==> src/rtl/pc_sequencer_pkg.sv <==
// Shared architecture defines for the fetch front end: instruction type
// codes seen by the program-counter sequencer and its next-PC select encoding.
package pc_sequencer_pkg;

  typedef logic [4:0] instr_code_t;

  localparam instr_code_t INSTR_NOP   = 5'h00;
  localparam instr_code_t INSTR_ALU   = 5'h01;
  localparam instr_code_t INSTR_LOAD  = 5'h02;
  localparam instr_code_t INSTR_STORE = 5'h03;
  localparam instr_code_t INSTR_JUMP  = 5'h08;
  localparam instr_code_t INSTR_CALL  = 5'h09;
  localparam instr_code_t INSTR_RET   = 5'h0A;

  // Source selected for the next PC value.
  typedef enum logic [2:0] {
    SEL_HOLD,
    SEL_SEQ,
    SEL_JUMP,
    SEL_RET,
    SEL_REDIRECT
  } pc_sel_e;

endpackage

==> src/rtl/pc_sequencer_if.sv <==
// Decode/execute <-> PC sequencer bus: instruction, redirect and fetch address.
interface pc_sequencer_if
  import pc_sequencer_pkg::*;
#(
  parameter int ADDR_WIDTH = 32,
  parameter int DATA_WIDTH = 32
);
  logic                  stall;
  logic                  instr_valid;
  instr_code_t           current_instruction_type;
  logic [DATA_WIDTH-1:0] jump_condition;
  logic [ADDR_WIDTH-1:0] jump_address;
  logic                  redirect_valid;
  logic [ADDR_WIDTH-1:0] redirect_address;
  logic [ADDR_WIDTH-1:0] pc;
  logic                  pc_redirected;

  modport master (
    output stall, instr_valid, current_instruction_type, jump_condition,
           jump_address, redirect_valid, redirect_address,
    input  pc, pc_redirected
  );

  modport slave (
    input  stall, instr_valid, current_instruction_type, jump_condition,
           jump_address, redirect_valid, redirect_address,
    output pc, pc_redirected
  );
endinterface

==> src/rtl/pc_sequencer_return_stack.sv <==
// Circular return-address stack. top_ptr indexes the most recent entry; a
// push on a full stack silently overwrites the oldest slot, so the newest
// RAS_DEPTH return addresses always survive.
module return_stack #(
  parameter int  ADDR_WIDTH = 32,
  parameter int  RAS_DEPTH  = 8,
  localparam int PTR_W      = $clog2(RAS_DEPTH),
  localparam int CNT_W      = PTR_W + 1
) (
  input  logic                  clk,
  input  logic                  rst_n,
  input  logic                  push,
  input  logic                  pop,
  input  logic [ADDR_WIDTH-1:0] push_data,
  output logic [ADDR_WIDTH-1:0] top_data,
  output logic [CNT_W-1:0]      count,
  output logic                  empty,
  output logic                  full,
  output logic                  overflow_evt
);

  logic [ADDR_WIDTH-1:0] mem [RAS_DEPTH];
  logic [PTR_W-1:0]      top_ptr;
  logic [PTR_W-1:0]      wr_ptr;
  logic                  do_pop;

  assign wr_ptr       = top_ptr + PTR_W'(1);
  assign empty        = (count == '0);
  assign full         = (count == CNT_W'(RAS_DEPTH));
  assign do_pop       = pop && !push && !empty;
  assign overflow_evt = push && full;
  assign top_data     = mem[top_ptr];

  // Pointer and occupancy; the count saturates at RAS_DEPTH on overwrite.
  always_ff @(posedge clk or negedge rst_n) begin
    if (!rst_n) begin
      top_ptr <= '0;
      count   <= '0;
    end else if (push) begin
      top_ptr <= wr_ptr;
      if (!full) count <= count + CNT_W'(1);
    end else if (do_pop) begin
      top_ptr <= top_ptr - PTR_W'(1);
      count   <= count - CNT_W'(1);
    end
  end

  // Entry storage; contents are meaningless while count is zero.
  always_ff @(posedge clk) begin
    if (push) mem[wr_ptr] <= push_data;
  end

endmodule

==> src/rtl/pc_sequencer.sv <==
// Registered program counter: next-PC mux with redirect/stall priority,
// conditional jumps, call/return through the return stack, sticky RAS flags.
module pc_sequencer
  import pc_sequencer_pkg::*;
#(
  parameter int                   ADDR_WIDTH   = 32,
  parameter int                   DATA_WIDTH   = 32,
  parameter int                   INSTR_BYTES  = 4,
  parameter logic [ADDR_WIDTH-1:0] RESET_VECTOR = '0,
  parameter int                   RAS_DEPTH    = 8,
  localparam int                  CNT_WIDTH    = $clog2(RAS_DEPTH) + 1
) (
  input  logic                 clk,
  input  logic                 rst_n,
  pc_sequencer_if.slave        bus,
  input  logic                 clear_flags,
  output logic [CNT_WIDTH-1:0] ras_count,
  output logic                 ras_overflow,
  output logic                 ras_underflow
);

  logic [ADDR_WIDTH-1:0] pc_q;
  logic [ADDR_WIDTH-1:0] seq;
  logic [ADDR_WIDTH-1:0] next_pc;
  logic [ADDR_WIDTH-1:0] ras_top;
  logic                  redir_q;
  logic                  next_redir;
  logic                  push;
  logic                  pop;
  logic                  ras_empty;
  logic                  ras_full;
  logic                  ras_ovf_evt;
  logic                  ovf_set;
  logic                  unf_set;
  pc_sel_e               sel;

  assign seq               = pc_q + ADDR_WIDTH'(INSTR_BYTES);
  assign ovf_set           = ras_ovf_evt && ras_full;
  assign bus.pc            = pc_q;
  assign bus.pc_redirected = redir_q;

  return_stack #(
    .ADDR_WIDTH (ADDR_WIDTH),
    .RAS_DEPTH  (RAS_DEPTH)
  ) u_ras (
    .clk          (clk),
    .rst_n        (rst_n),
    .push         (push),
    .pop          (pop),
    .push_data    (seq),
    .top_data     (ras_top),
    .count        (ras_count),
    .empty        (ras_empty),
    .full         (ras_full),
    .overflow_evt (ras_ovf_evt)
  );

  // Decision: redirect beats stall, stall freezes everything else.
  always_comb begin
    sel        = SEL_HOLD;
    next_redir = redir_q;
    push       = 1'b0;
    pop        = 1'b0;
    unf_set    = 1'b0;
    if (bus.redirect_valid) begin
      sel        = SEL_REDIRECT;
      next_redir = 1'b1;
    end else if (!bus.stall) begin
      if (!bus.instr_valid) begin
        next_redir = 1'b0;
      end else begin
        unique case (bus.current_instruction_type)
          INSTR_JUMP: begin
            if (bus.jump_condition == DATA_WIDTH'(1)) begin
              sel        = SEL_JUMP;
              next_redir = 1'b1;
            end else begin
              sel        = SEL_SEQ;
              next_redir = 1'b0;
            end
          end
          INSTR_CALL: begin
            push       = 1'b1;
            sel        = SEL_JUMP;
            next_redir = 1'b1;
          end
          INSTR_RET: begin
            if (!ras_empty) begin
              pop        = 1'b1;
              sel        = SEL_RET;
              next_redir = 1'b1;
            end else begin
              sel        = SEL_SEQ;
              unf_set    = 1'b1;
              next_redir = 1'b0;
            end
          end
          default: begin
            sel        = SEL_SEQ;
            next_redir = 1'b0;
          end
        endcase
      end
    end
  end

  // Next-PC mux; targets pass through unaligned.
  always_comb begin
    next_pc = pc_q;
    unique case (sel)
      SEL_HOLD:     next_pc = pc_q;
      SEL_SEQ:      next_pc = seq;
      SEL_JUMP:     next_pc = bus.jump_address;
      SEL_RET:      next_pc = ras_top;
      SEL_REDIRECT: next_pc = bus.redirect_address;
      default:      next_pc = pc_q;
    endcase
  end

  // PC register and redirect indicator.
  always_ff @(posedge clk or negedge rst_n) begin
    if (!rst_n) begin
      pc_q    <= RESET_VECTOR;
      redir_q <= 1'b0;
    end else begin
      pc_q    <= next_pc;
      redir_q <= next_redir;
    end
  end

  // Sticky RAS flags; a same-cycle set overrides clear_flags.
  always_ff @(posedge clk or negedge rst_n) begin
    if (!rst_n) begin
      ras_overflow  <= 1'b0;
      ras_underflow <= 1'b0;
    end else begin
      ras_overflow  <= ovf_set || (ras_overflow && !clear_flags);
      ras_underflow <= unf_set || (ras_underflow && !clear_flags);
    end
  end

endmodule

==> src/flat_wrapper.sv <==
// flat-port wrapper written by rule: the top's interface ports become plain ports
module pc_sequencer_flat import pc_sequencer_pkg::*;
#(
  parameter int                   ADDR_WIDTH   = 32,
  parameter int                   DATA_WIDTH   = 32,
  parameter int                   INSTR_BYTES  = 4,
  parameter logic [ADDR_WIDTH-1:0] RESET_VECTOR = '0,
  parameter int                   RAS_DEPTH    = 8,
  localparam int                  CNT_WIDTH    = $clog2(RAS_DEPTH) + 1
)
  (clk, rst_n, clear_flags, ras_count, ras_overflow, ras_underflow, bus_stall, bus_instr_valid, bus_current_instruction_type, bus_jump_condition, bus_jump_address, bus_redirect_valid, bus_redirect_address, bus_pc, bus_pc_redirected);
  pc_sequencer_if #(.ADDR_WIDTH(ADDR_WIDTH), .DATA_WIDTH(DATA_WIDTH)) bus_i ();
  input  logic clk;
  input  logic rst_n;
  input  logic clear_flags;
  output logic [CNT_WIDTH-1:0] ras_count;
  output logic ras_overflow;
  output logic ras_underflow;
  input wire logic [$bits(bus_i.stall)-1:0] bus_stall;
  input wire logic [$bits(bus_i.instr_valid)-1:0] bus_instr_valid;
  input wire logic [$bits(bus_i.current_instruction_type)-1:0] bus_current_instruction_type;
  input wire logic [$bits(bus_i.jump_condition)-1:0] bus_jump_condition;
  input wire logic [$bits(bus_i.jump_address)-1:0] bus_jump_address;
  input wire logic [$bits(bus_i.redirect_valid)-1:0] bus_redirect_valid;
  input wire logic [$bits(bus_i.redirect_address)-1:0] bus_redirect_address;
  output wire logic [$bits(bus_i.pc)-1:0] bus_pc;
  output wire logic [$bits(bus_i.pc_redirected)-1:0] bus_pc_redirected;
  assign bus_i.stall = bus_stall;
  assign bus_i.instr_valid = bus_instr_valid;
  assign bus_i.current_instruction_type = bus_current_instruction_type;
  assign bus_i.jump_condition = bus_jump_condition;
  assign bus_i.jump_address = bus_jump_address;
  assign bus_i.redirect_valid = bus_redirect_valid;
  assign bus_i.redirect_address = bus_redirect_address;
  assign bus_pc = bus_i.pc;
  assign bus_pc_redirected = bus_i.pc_redirected;
  pc_sequencer #(.ADDR_WIDTH(ADDR_WIDTH), .DATA_WIDTH(DATA_WIDTH), .INSTR_BYTES(INSTR_BYTES), .RESET_VECTOR(RESET_VECTOR), .RAS_DEPTH(RAS_DEPTH)) u_core (.clk(clk), .rst_n(rst_n), .bus(bus_i), .clear_flags(clear_flags), .ras_count(ras_count), .ras_overflow(ras_overflow), .ras_underflow(ras_underflow));
endmodule
==> config.mk <==
export PLATFORM = sky130hd
export DESIGN_NAME = pc_sequencer_flat
export DESIGN_NICKNAME = d
export VERILOG_FILES = /design/src/rtl/pc_sequencer_pkg.sv /design/src/rtl/pc_sequencer_if.sv /design/src/rtl/pc_sequencer_return_stack.sv /design/src/rtl/pc_sequencer.sv /design/src/flat_wrapper.sv
export SDC_FILE = /design/constraint.sdc
export NUM_CORES = 1
export LEC_CHECK = 0
export ABC_CLOCK_PERIOD_IN_PS = 7100
export CORE_UTILIZATION = 56
export CTS_BUF_LIST = sky130_fd_sc_hd__clkbuf_4 sky130_fd_sc_hd__clkbuf_8 sky130_fd_sc_hd__clkbuf_16
export DETAILED_ROUTE_END_ITERATION = 10
export HOLD_SLACK_MARGIN = 0.05
export PLACE_DENSITY_LB_ADDON = 0.12
export SYNTH_ARGS = -nofsm -noshare
export SYNTH_HDL_FRONTEND = slang
export SYNTH_SLANG_ARGS = --single-unit
==> constraint.sdc <==
create_clock -name clk -period 7.1 [get_ports clk]
set_input_delay 1.42 -clock clk [delete_from_list [all_inputs] [get_ports clk]]
set_output_delay 1.42 -clock clk [all_outputs]
set_load 0.01 [all_outputs]
### Word level (Yosys, flattened, before mapping)

Memory sizes are Yosys's and may differ from the RTL's.
Cells that the tools add are included.

* output and inout bits: 39
* input bits: 107
* register bits after elaboration: 42
* memories kept: 1
* logic and storage cells: 71
* bits in writable memories: 256

* eq/ne operators: 11
* reduce and logical (&&, ||, !) cells: 15
* multiplexer cells: 33
* add/sub/neg operators: 5

Memories
* u_core.u_ras.mem: depth 8, bits a word 32, rd ports 1, clocked after Yosys merged registers in 0, write ports 1, RTL line pc_sequencer_return_stack.sv:22 `logic [ADDR_WIDTH-1:0] mem [RAS_DEPTH];`

Operator list (number)
* one-hot mux 32 bit (4 select lines): 1
* adder 32 x 3 -> 32 bit, second input constant: 1
* == test 32 x 1 -> 1 bit, second input constant: 1
* 2-to-1 mux 1 bit: 20
* == test 5 x 4 -> 1 bit, second input constant: 3
* 2-to-1 mux 3 bit: 5
* 2-to-1 mux 4 bit: 3
* one-hot mux 3 bit (3 select lines): 1
* == test 3 x 2 -> 1 bit, second input constant: 2
* logical AND 1 bit: 6
* adder 4 x 1 -> 4 bit, second input constant: 1
* == test 4 bit, second input constant: 1
* zero test 4 bit: 1
* 2-to-1 mux 2 bit: 2
* nonzero test 4 bit: 1
* subtractor 4 x 1 -> 4 bit, second input constant: 1
* adder 3 x 1 -> 3 bit, second input constant: 1
* == test 3 x 1 -> 1 bit, second input constant: 1
* == test 3 bit, second input constant: 1
* zero test 1 bit: 3
* one-hot mux 1 bit (3 select lines): 1
* subtractor 3 x 1 -> 3 bit, second input constant: 1
* logical OR 1 bit: 2
* inequality test 2 x 1 -> 1 bit, second input constant: 1
* 3 further kinds: 3

### Longest topological paths before layout

Gate-level depths: netlist of the first run.

* depth after elaboration: 10
* mapped depth: 9
* depth with buffers taken out: 9

### By module

From an unflattened synthesis of the first run, not the netlist that was laid out.

* cell total of the unflattened synthesis: 828
* area total of the unflattened synthesis: 13305.3 um^2

Modules (own cells, without submodules)
* return_stack: seq. area each 7862.5 um^2, cells an instance 435, area an instance 10358.7 um^2, times used 1
* pc_sequencer: seq. area each 875.8 um^2, cells an instance 393, area an instance 2946.6 um^2, times used 1

### Worst setup path before layout of the first run

No wires, ideal clock.

* path type: in2reg
* start: in bus_current_instruction_type[4]
* end: mem u_core.u_ras.mem[1][0], enable pin
* setup slack: 1116 ps
* data arrival time: 5483 ps
* stages: 4
* setup time: 501 ps
* buffers on the path: 0
* required time: 6599 ps
* cell sequence: nor3b_2 -> nor2b_1 -> nand3_1 -> nor4_1

* word-level cells in the longest chain between the ends: 7

Ends and longest elaborated chain
* from (decl): RTL line flat_wrapper.sv:21 `input wire logic [$bits(bus_i.current_instruction_type)-1:0] bus_current_instruction_type;`
* == test 5 x 4 -> 1 bit: RTL line pc_sequencer.sv:72 `unique case (bus.current_instruction_type)`
* 2-to-1 mux 1 bit: RTL line pc_sequencer.sv:72
* 2-to-1 mux 1 bit: RTL line pc_sequencer.sv:69 `if (!bus.instr_valid) begin`
* 2-to-1 mux 1 bit: RTL line pc_sequencer.sv:68 `end else if (!bus.stall) begin`
* 2-to-1 mux 1 bit: RTL line pc_sequencer.sv:65 `if (bus.redirect_valid) begin`
* 2-to-1 mux 1 bit: RTL line pc_sequencer_return_stack.sv:50 `if (push) mem[wr_ptr] <= push_data;`
* 2-to-1 mux 1 bit (implied by the code): RTL line pc_sequencer_return_stack.sv:50
* to (decl): RTL line pc_sequencer_return_stack.sv:22

No other way between the ends.

### Worst setup path in the final report of the first run

* start: in bus_current_instruction_type[0]
* end: reg u_core.pc_q[14] (netlist: u_core.bus.pc[14])

* word-level cells in the longest chain between the ends: 7
* elaborated cells on any way between the ends: 13
* those cells by class: eq/ne (7); mux (5); reduce/logical (1)

Ends and longest elaborated chain
* == test 5 x 4 -> 1 bit: RTL line pc_sequencer.sv:72
* one-hot mux 3 bit (3 select lines) (*): RTL line pc_sequencer.sv:72
* 2-to-1 mux 3 bit (*): RTL line pc_sequencer.sv:69
* 2-to-1 mux 3 bit (*): RTL line pc_sequencer.sv:68
* 2-to-1 mux 3 bit (*): RTL line pc_sequencer.sv:65
* == test 3 bit, or another cell as far along: RTL line pc_sequencer.sv:110 `unique case (sel)`
* one-hot mux 32 bit (4 select lines) / nonzero test 4 bit (equally long branches)
* to (signal assigned): RTL line pc_sequencer.sv:126 `pc_q <= next_pc;`
* to (decl): RTL line pc_sequencer.sv:22 `logic [ADDR_WIDTH-1:0] pc_q;`

Every way passes the cells marked *; elsewhere a longest branch is shown, timed or not.
A chain may end at the register's enable or synchronous reset.

==> qor.tcl, run 1 <==
set qor(synth_cell_types) 66
set qor(worst_path_largest_cell_delay_ps) 790
set qor(crit_path_top_delay_cell) {sky130_fd_sc_hd__clkdlybuf4s50_1}
set qor(share_of_total_power_in_combinational_logic_pct) 15.5
set qor(timing.critical_path.cells) {clkdlybuf4s50_1, xor2_1, o2111a_1, nand3_1, a21oi_4, a211oi_1, o31ai_1}
set qor(chipHeight_um) 155
set qor(period_minus_slack_ps) 3940
set qor(place.port_buffers) 145
set qor(power_density_mw_per_mm2) 270
set qor(finalMaxSlewViolations) 0
set qor(drt_wl_total_um) 34500
set qor(grt.met1_usage_pct) 41.4
set qor(routed_via_density) 6.38
set qor(timing.setup.tns_ps) 0
set qor(path_class) {input port to flip-flop}
set qor(remaining_drc_errors) 0
set qor(syn_area_mm2) 0.0131
set qor(tritoncts) {yes}
set qor(htreeDepth) 1
set qor(peak_supply_drop_mv) 0.232
set qor(global_route.usage.met3_pct) 4.68
set qor(clkSlewWorstSetupHoldPaths_ps) 60
set qor(avgRoutedWirePerCell_um) 26.2
set qor(power.clock.fraction_pct) 36.4
set qor(yosys_register_bits) 298
set qor(switching_share_pct) 24.8
set qor(tritoncts_num_sinks) 298
set qor(final.period_utilization_pct) 55.5
set qor(yosysSeqAreaShare_pct) 66.5
set qor(setup.worst_path.start_class) {input port}
set qor(synthesis.area_per_instance_um2) 15.8
set qor(cts.repair_timing.setup_buffer_count) 0
set qor(p_int_mw) 3.24
set qor(transition_time_of_the_tightest_slew_check_pin_ps) 1210
set qor(fin_util_pct) 69.7
set qor(number_of_stages_on_the_worst_hold_path) 2
set qor(grt_pass1_wl_um) 51800
set qor(fraction_of_layout_cells_with_a_size_suffix_above_1_pct) 16.7
set qor(unrepaired_setup_endpoints_after_global_routing) {no}
set qor(area_of_the_multi_input_gates_mm2) 0.00415
set qor(grt_met2_use_pct) 47.9
set qor(place_hpwl_um) 21500
set qor(cp-end-kind) {flip-flop}
set qor(power_frac_seq_pct) 48.1
set qor(outcome) {finished clean}
set qor(yosys_warnings) 0
set qor(share_of_flip_flops_with_an_asynchronous_set_or_reset_pct) 14.1
set qor(synth.top_cells.by_area) {sky130_fd_sc_hd__edfxtp_1 59%, sky130_fd_sc_hd__mux4_2 11%, sky130_fd_sc_hd__dfrtp_1 8.0%}
set qor(vias) 8397
set qor(synth_top_area_share_pct) 58.5
set qor(row_count) 55
set qor(setup_viol) 0
set qor(chipWidth_um) 155
set qor(final.setup_skew_ps) 14.0
set qor(clock.fmax_mhz) 254
set qor(grt_busiest_layer) {met2}
set qor(timing.reg2reg.worst_path_depth) 7
set qor(critPathRequiredTime_ps) 7540
set qor(route.antenna.remaining_nets) 0
set qor(nNetsFinal) 1092
set qor(relative_area_change_from_synthesis_to_final_layout_pct) 21.2
set qor(holdBufCountCts) 0
set qor(antenna_found_initial) 0
set qor(area.sequential_mm2) 0.00874
set qor(core_mm2) 0.0228
set qor(antenna_cells) 0
set qor(placedCellCount) 1260
set qor(insertion_delay_ps) 550
set qor(syn-num-nets) 943
set qor(syn_inst) 830
set qor(post_route_hold_slack_ps) 508
set qor(slew_headroom_pct) 19.0
set qor(synth_flop_cell) {sky130_fd_sc_hd__edfxtp_1}
set qor(path_max_fanout) 26
set qor(detailedPlace.worstSlack_ps) 2630
set qor(p_switching_mw) 1.06
set qor(synthDominantAreaCellType) {sky130_fd_sc_hd__edfxtp_1}
set qor(cts-root-buf) {sky130_fd_sc_hd__clkbuf_16}
set qor(report.final.hold_viol_count) 0
set qor(number_of_cts_inserted_buffers) 30
set qor(final_wtd_congestion) 0.885
set qor(number_of_enable_type_register_cells_in_the_synthesized_netlist) 256
set qor(fillCellCount) 1579
set qor(io_pins) 146
set qor(min_path_type) {flip-flop to flip-flop}
set qor(grt_pass1_vias) 8565
set qor(finish.cell_count_without_fillers) 1316
set qor(cts_repair_resize_count) 0
set qor(floorplan.initialDensity_pct) 57.5
set qor(max-cap-violations) 0
set qor(grt-ovfl-total) 0
set qor(grt_max_degree) 68
set qor(data_arrival_time_of_the_critical_path_ps) 4380
set qor(power_leakage_nw) 5.24
set qor(clock_tree.buffer_depth) 3
set qor(fp.dieArea_mm2) 0.0241
set qor(track_usage_pct) 29.5
set qor(finalWorstSetupSlack_ps) 3160
set qor(dr.first_iter.drc_count) 732
set qor(dr.pass1.iters) 5
-- cells in the mapped netlist, drive strengths merged (5+ instances only) --
| cell | number |
|---|---|
| or3 | 5 |
| xnor2 | 25 |
| buf | 24 |
| mux2i | 32 |
| xor2 | 13 |
| nand2 | 62 |
| o22ai | 10 |
| nor2 | 23 |
| a21oi | 30 |
| nand4 | 11 |
| clkbuf | 21 |
| o21ai | 51 |
| inv | 21 |
| ha | 5 |
| nor4 | 17 |
| edfxtp | 256 |
| dfrtp | 42 |
| mux4 | 64 |
| nor3 | 14 |
| a211oi | 25 |
| nand2b | 7 |
| nand3 | 18 |
-- cells in the final DEF (no fill, tap or decap), types with 4 or more instances in the layout --
cell type | Yosys | routed
sky130_fd_sc_hd__a21oi_1 | 28 | 28
sky130_fd_sc_hd__ha_1 | 5 | 5
sky130_fd_sc_hd__xor2_1 | 13 | 13
sky130_fd_sc_hd__clkinv_1 | 0 | 5
sky130_fd_sc_hd__nand4_1 | 10 | 10
sky130_fd_sc_hd__inv_1 | 21 | 21
sky130_fd_sc_hd__dfrtp_1 | 42 | 39
sky130_fd_sc_hd__nor3_2 | 0 | 4
sky130_fd_sc_hd__a21o_1 | 4 | 4
sky130_fd_sc_hd__mux4_2 | 64 | 64
sky130_fd_sc_hd__or3_1 | 4 | 4
sky130_fd_sc_hd__nand2_1 | 62 | 62
sky130_fd_sc_hd__o22ai_1 | 10 | 10
sky130_fd_sc_hd__nor4_1 | 15 | 13
sky130_fd_sc_hd__and3_1 | 4 | 4
sky130_fd_sc_hd__nor2_1 | 23 | 21
sky130_fd_sc_hd__o21ai_0 | 50 | 50
sky130_fd_sc_hd__xnor2_1 | 25 | 25
sky130_fd_sc_hd__and4_1 | 4 | 4
sky130_fd_sc_hd__nand2b_1 | 7 | 7
sky130_fd_sc_hd__clkbuf_16 | 0 | 31
sky130_fd_sc_hd__edfxtp_1 | 256 | 256
sky130_fd_sc_hd__a211oi_1 | 23 | 23
sky130_fd_sc_hd__nor3_1 | 13 | 9
sky130_fd_sc_hd__clkinv_2 | 0 | 6
sky130_fd_sc_hd__clkbuf_4 | 0 | 9
sky130_fd_sc_hd__clkdlybuf4s50_1 | 0 | 143
sky130_fd_sc_hd__buf_4 | 6 | 17
sky130_fd_sc_hd__mux2i_1 | 32 | 32
sky130_fd_sc_hd__or2_2 | 4 | 4
sky130_fd_sc_hd__nand3_1 | 17 | 17
-- cells by family (layout without fill, tap and decap cells) --
group,after synthesis,after routing,share of synthesized area (%)
DFF,298,298,66.5
and+or+nand+nor,183,183,7.62
AOI/OAI and AO/OA,142,142,6.98
muxes,97,97,13.5
buffers and inverters,66,239,2.22
xor gates and xnor gates,38,38,2.53
adders and majority gates,6,6,0.629
-- routing by layer --
metal	up-vias	wire length [um]
li1	3586	-
met1	4250	13700
met2	483	17000
met3	78	2860
met4	0	950
met5	-	0
-- layout make-up --
| class | instances | share of cell area [%] |
|---|---|---|
| well taps | 313 | 2.46 |
| multi-input cells | 466 | 26.1 |
| inverters | 21 | 0.495 |
| repair buffers | 162 | 9.85 |
| clock buffers | 42 | 5.47 |
| clock inverters | 14 | 0.731 |
| flip-flops and latches | 298 | 54.9 |
-- metrics by stage --
| stage | power [mW] | area (um^2) |
|---|---|---|
| after floorplan | 2.50 | 13100 |
| final | 4.30 | 15900 |
| after global placement | 2.75 | 14900 |
| after detailed placement | 2.77 | 14900 |
| after global routing | 4.43 | 15900 |
| after CTS | 4.31 | 15900 |
-- path summary, 6_finish.rpt --
kind | slack, ps | startpoint | endpoint
worst max register to register | 3600 | u_core.bus.pc[2]$_DFFE_PN0P_ | u_core.bus.pc[14]$_DFFE_PN0P_
min in group asynchronous | 960 | rst_n | u_core.bus.pc[5]$_DFFE_PN0P_
worst max-delay path | 3160 | bus_current_instruction_type[0] | u_core.bus.pc[14]$_DFFE_PN0P_
worst min-delay path | 510 | u_core.bus.pc_redirected$_DFFE_PN0P_ | u_core.bus.pc_redirected$_DFFE_PN0P_
max in group asynchronous | 5660 | rst_n | u_core.u_ras.top_ptr[0]$_DFFE_PN0P_
worst min register to register | 510 | u_core.bus.pc_redirected$_DFFE_PN0P_ | u_core.bus.pc_redirected$_DFFE_PN0P_
-- registers in the layout, summed over array words and instances, names as in the netlist --
register,flops
u_core.ras_overflow,1
u_core.ras_underflow,1
u_core.u_ras.count,4
u_core.bus.pc,32
u_core.u_ras.mem,256
u_core.u_ras.top_ptr,3
u_core.bus.pc_redirected,1
-- power by group through the flow --
stage	clock network, mW	logic, mW	registers [mW]
floorplan	0	0.436	2.06
global placement	0	0.646	2.10
detailed placement	0	0.666	2.10
CTS	1.58	0.669	2.07
global route	1.64	0.716	2.07
finish	1.57	0.668	2.07
-- critical path, delay by kind of cell --
family / cells / cell delay, ps
simple gates: 1 / 270
buf+inv: 1 / 790
compound gates: 4 / 1640
xor+xnor: 1 / 230
(Power assumes the default switching activity.)
==> run 2, diff against run 1 <==
Settings changed: ABC_CLOCK_PERIOD_IN_PS 7100 to 3360, CORE_UTILIZATION 56 to 51.
Clock period 7.1 ns to 3.36 ns, I/O delays scaled along.
==> run 2 against run 1 <==
Register-to-register slack worse by 3000 ps. Hold slack worse by 200 ps. Sequential share of layout area fell by 1.8 points. Combinational power grew 120%. Via count fell by 1.7%. Critical path depth fell by 1. Power grew 120%. Clock power rose by 140%. Clock skew up 8.5 ps. First-iteration DRC count up 4.4%. Wire length shrank 2.0%. Die area increased by 9.7%. Largest cell class unchanged. Largest power group unchanged. Highest routed layer unchanged.
==> qor.tcl, run 2 (same netlist as run 1, synthesis figures left out) <==
set qor(avgRoutedWirePerCell_um) 24.9 ;# was 26.2 um
set qor(chipHeight_um) 162 ;# was 155 um
set qor(routed_via_density) 6.07 ;# was 6.38
set qor(grt_pass1_wl_um) 50400 ;# was 51800 um
set qor(drt_wl_total_um) 33800 ;# was 34500 um
set qor(grt_max_degree) 43 ;# was 68
set qor(finish.cell_count_without_fillers) 1360 ;# was 1316
set qor(share_of_total_power_in_combinational_logic_pct) 15.3 ;# was 15.5%
set qor(chipWidth_um) 162 ;# was 155 um
set qor(power_frac_seq_pct) 45.3 ;# was 48.1%
set qor(place_hpwl_um) 21600 ;# was 21500 um
set qor(clock_tree.buffer_depth) 3 ;# unchanged
set qor(outcome) {finished clean} ;# unchanged
set qor(stdcell_area_mm2) 0.0165 ;# was 0.0159 mm^2
set qor(min_path_type) {input port to asynchronous set/reset pin} ;# was flip-flop to flip-flop
set qor(report.final.hold_viol_count) 0 ;# unchanged
set qor(fraction_of_layout_cells_with_a_size_suffix_above_1_pct) 19.3 ;# was 16.7%
set qor(cts.repair_timing.setup_buffer_count) 0 ;# unchanged
set qor(final.period_utilization_pct) 81.8
set qor(setup.worst_path.start_class) {flip-flop} ;# was input port
set qor(dr.first_iter.drc_count) 764 ;# was 732
set qor(detailedPlace.worstSlack_ps) 130 ;# was 2630 ps
set qor(dr.pass1.iters) 6 ;# was 5
set qor(slew_headroom_pct) 27.7 ;# was 19.0%
set qor(fillCellCount) 1847 ;# was 1579
set qor(max-cap-violations) 0 ;# unchanged
set qor(critPathRequiredTime_ps) 3800 ;# was 7540 ps
set qor(path_class) {flip-flop to flip-flop} ;# was input port to flip-flop
set qor(grt-ovfl-total) 0 ;# unchanged
set qor(htreeDepth) 1 ;# unchanged
set qor(unrepaired_setup_endpoints_after_global_routing) {no} ;# unchanged
set qor(largest_reg_flops) 256 ;# unchanged
set qor(finalPower_mw) 9.61 ;# was 4.30 mW
set qor(antenna_found_initial) 0 ;# unchanged
set qor(mostFrequentLayoutCell) {sky130_fd_sc_hd__edfxtp_1} ;# unchanged
set qor(fp.dieArea_mm2) 0.0264 ;# was 0.0241 mm^2
set qor(place.port_buffers) 145 ;# unchanged
set qor(clkSlewWorstSetupHoldPaths_ps) 60 ;# about the same
set qor(fin_util_pct) 65.2 ;# was 69.7%
set qor(finalWorstSetupSlack_ps) 611 ;# was 3160 ps
set qor(track_usage_pct) 26.3 ;# was 29.5%
set qor(route.antenna.remaining_nets) 0 ;# unchanged
set qor(io_pins) 146 ;# unchanged
set qor(tritoncts_num_sinks) 298 ;# unchanged
set qor(core_mm2) 0.0253 ;# was 0.0228 mm^2
set qor(antenna_cells) 0 ;# unchanged
set qor(setup_viol) 0 ;# unchanged
set qor(p_int_mw) 7.32 ;# was 3.24 mW
set qor(relative_area_change_from_synthesis_to_final_layout_pct) 25.3 ;# was 21.2%
set qor(holdBufCountCts) 0 ;# unchanged
set qor(data_arrival_time_of_the_critical_path_ps) 3190 ;# was 4380 ps
set qor(finalMaxSlewViolations) 0 ;# unchanged
set qor(most_frequent_cells_in_the_layout) {256 x sky130_fd_sc_hd__edfxtp_1, 143 x sky130_fd_sc_hd__clkdlybuf4s50_1, 64 x sky130_fd_sc_hd__mux4_2, 62 x sky130_fd_sc_hd__nand2_1, 50 x sky130_fd_sc_hd__o21ai_0} ;# unchanged
set qor(p_switching_mw) 2.29 ;# was 1.06 mW
set qor(dpl_cell_area_mm2) 0.0153 ;# was 0.0149 mm^2
set qor(largest-register) {u_core.u_ras.mem} ;# unchanged
set qor(final.setup_skew_ps) 22.5 ;# was 14.0 ps
set qor(peak_supply_drop_mv) 0.429 ;# was 0.232 mV
set qor(area_of_the_multi_input_gates_mm2) 0.00420 ;# was 0.00415 mm^2
set qor(number_of_cts_inserted_buffers) 31 ;# was 30
set qor(cts-root-buf) {sky130_fd_sc_hd__clkbuf_16} ;# unchanged
set qor(remaining_drc_errors) 0 ;# unchanged
set qor(endpoint_of_the_most_critical_register_to_register_path) {u_core.bus.pc[12]$_DFFE_PN0P_} ;# was u_core.bus.pc[14]$_DFFE_PN0P_
set qor(period_minus_slack_ps) 2750
set qor(cp-end-kind) {flip-flop} ;# unchanged
set qor(grt_pass1_vias) 8185 ;# was 8565
set qor(clock.fmax_mhz) 364
set qor(tritoncts) {yes} ;# unchanged
set qor(switching_share_pct) 23.8 ;# was 24.8%
set qor(transition_time_of_the_tightest_slew_check_pin_ps) 1080 ;# was 1210 ps
set qor(final_wtd_congestion) 0.880 ;# was 0.885
set qor(cts_repair_resize_count) 0 ;# unchanged
set qor(power.clock.fraction_pct) 39.4 ;# was 36.4%
set qor(insertion_delay_ps) 570 ;# was 550 ps
set qor(vias) 8251 ;# was 8397
set qor(r2r-start) {u_core.u_ras.count[0]$_DFFE_PN0P_} ;# was u_core.bus.pc[2]$_DFFE_PN0P_
set qor(path_max_fanout) 22 ;# was 26
set qor(power_density_mw_per_mm2) 584 ;# was 270 mW/mm^2
set qor(row_count) 58 ;# was 55
set qor(nNetsFinal) 1118 ;# was 1092
set qor(area.sequential_mm2) 0.00874 ;# unchanged
set qor(floorplan.initialDensity_pct) 52.0 ;# was 57.5%
set qor(power_leakage_nw) 5.48 ;# was 5.24 nW
set qor(placedCellCount) 1302 ;# was 1260
set qor(timing.reg2reg.worst_path_depth) 6 ;# was 7
set qor(regToRegSetupSlack_ps) 610 ;# was 3600 ps
run 2: cell count changes in the layout (fill, tap and decap cells not counted), moves of 2 or more:
cell | previous run | this run
sky130_fd_sc_hd__clkinv_2 | 6 | 1
sky130_fd_sc_hd__buf_4 | 17 | 33
sky130_fd_sc_hd__clkbuf_8 | 2 | 7
sky130_fd_sc_hd__clkbuf_4 | 9 | 11
sky130_fd_sc_hd__nor4_4 | 1 | 3
sky130_fd_sc_hd__nor3_2 | 4 | 0
sky130_fd_sc_hd__nor4_2 | 3 | 1
sky130_fd_sc_hd__nor3_4 | 1 | 5
sky130_fd_sc_hd__clkinv_1 | 5 | 0
sky130_fd_sc_hd__bufinv_16 | 2 | 6
sky130_fd_sc_hd__buf_12 | 0 | 9
run 2: routing by layer:
| metal | share of wire [%] | global-route usage, % | wire (um) |
|---|---|---|---|
| met1 | 43 | 38.7 | 14500 |
| met2 | 46 | 40.3 | 15700 |
| met3 | 7.7 | 4.13 | 2620 |
| met4 | 3.2 | 8.66 | 1080 |
| met5 | 0 | 0 | 0 |
run 2: power groups by stage:
stage               Clock [mW]  Combinational, mW  Sequential (mW)
finish                    3.78               1.47             4.35
floorplan                    0              0.932             4.36
CTS                       3.83               1.48             4.36
global route              3.96               1.59             4.37
detailed placement           0               1.48             4.43
global placement             0               1.46             4.43
run 2: how the worst max path moves through the flow:
stage,startpoint,endpoint,slack (ps),cells after the start
2_1_floorplan,u_core.u_ras.top_ptr[0]$_DFFE_PN0P_,u_core.u_ras.mem[1][0]$_DFFE_PP_,-610,7
3_3_place_gp,bus_current_instruction_type[4],u_core.bus.pc[11]$_DFFE_PN0P_,110,7
3_5_place_dp,bus_current_instruction_type[4],u_core.bus.pc[11]$_DFFE_PN0P_,130,7
4_1_cts,u_core.u_ras.count[0]$_DFFE_PN0P_,u_core.bus.pc[12]$_DFFE_PN0P_,600,6
5_1_grt,u_core.bus.pc[3]$_DFFE_PN0P_,u_core.bus.pc[30]$_DFFE_PN0P_,470,7
6_report,u_core.u_ras.count[0]$_DFFE_PN0P_,u_core.bus.pc[12]$_DFFE_PN0P_,610,6
run 2: critical path, cell delays in order (launching register included):
cell                       delay, ps
sky130_fd_sc_hd__dfrtp_1         470
sky130_fd_sc_hd__or3_1           440
sky130_fd_sc_hd__o2111a_1        350
sky130_fd_sc_hd__a21oi_1         200
sky130_fd_sc_hd__and2_1          730
sky130_fd_sc_hd__a211oi_1        110
sky130_fd_sc_hd__a311oi_1        330
run 2: through the flow:
step	hold slack, ps	TNS [ps]
after floorplan	376	-53270
after detailed placement	518	0
after global placement	514	0
final	306	0
after CTS	320	0
after global routing	381	0
run 2: cell type report:
| class | instances | share of cell area (%) |
|---|---|---|
| Clock buffer | 49 | 5.80 |
| Clock inverter | 9 | 1.22 |
| Inverter | 21 | 0.479 |
| Multi-Input combinational cell | 466 | 25.5 |
| Sequential cell | 298 | 53.1 |
| Tap cell | 330 | 2.51 |
| Timing Repair Buffer | 187 | 11.4 |
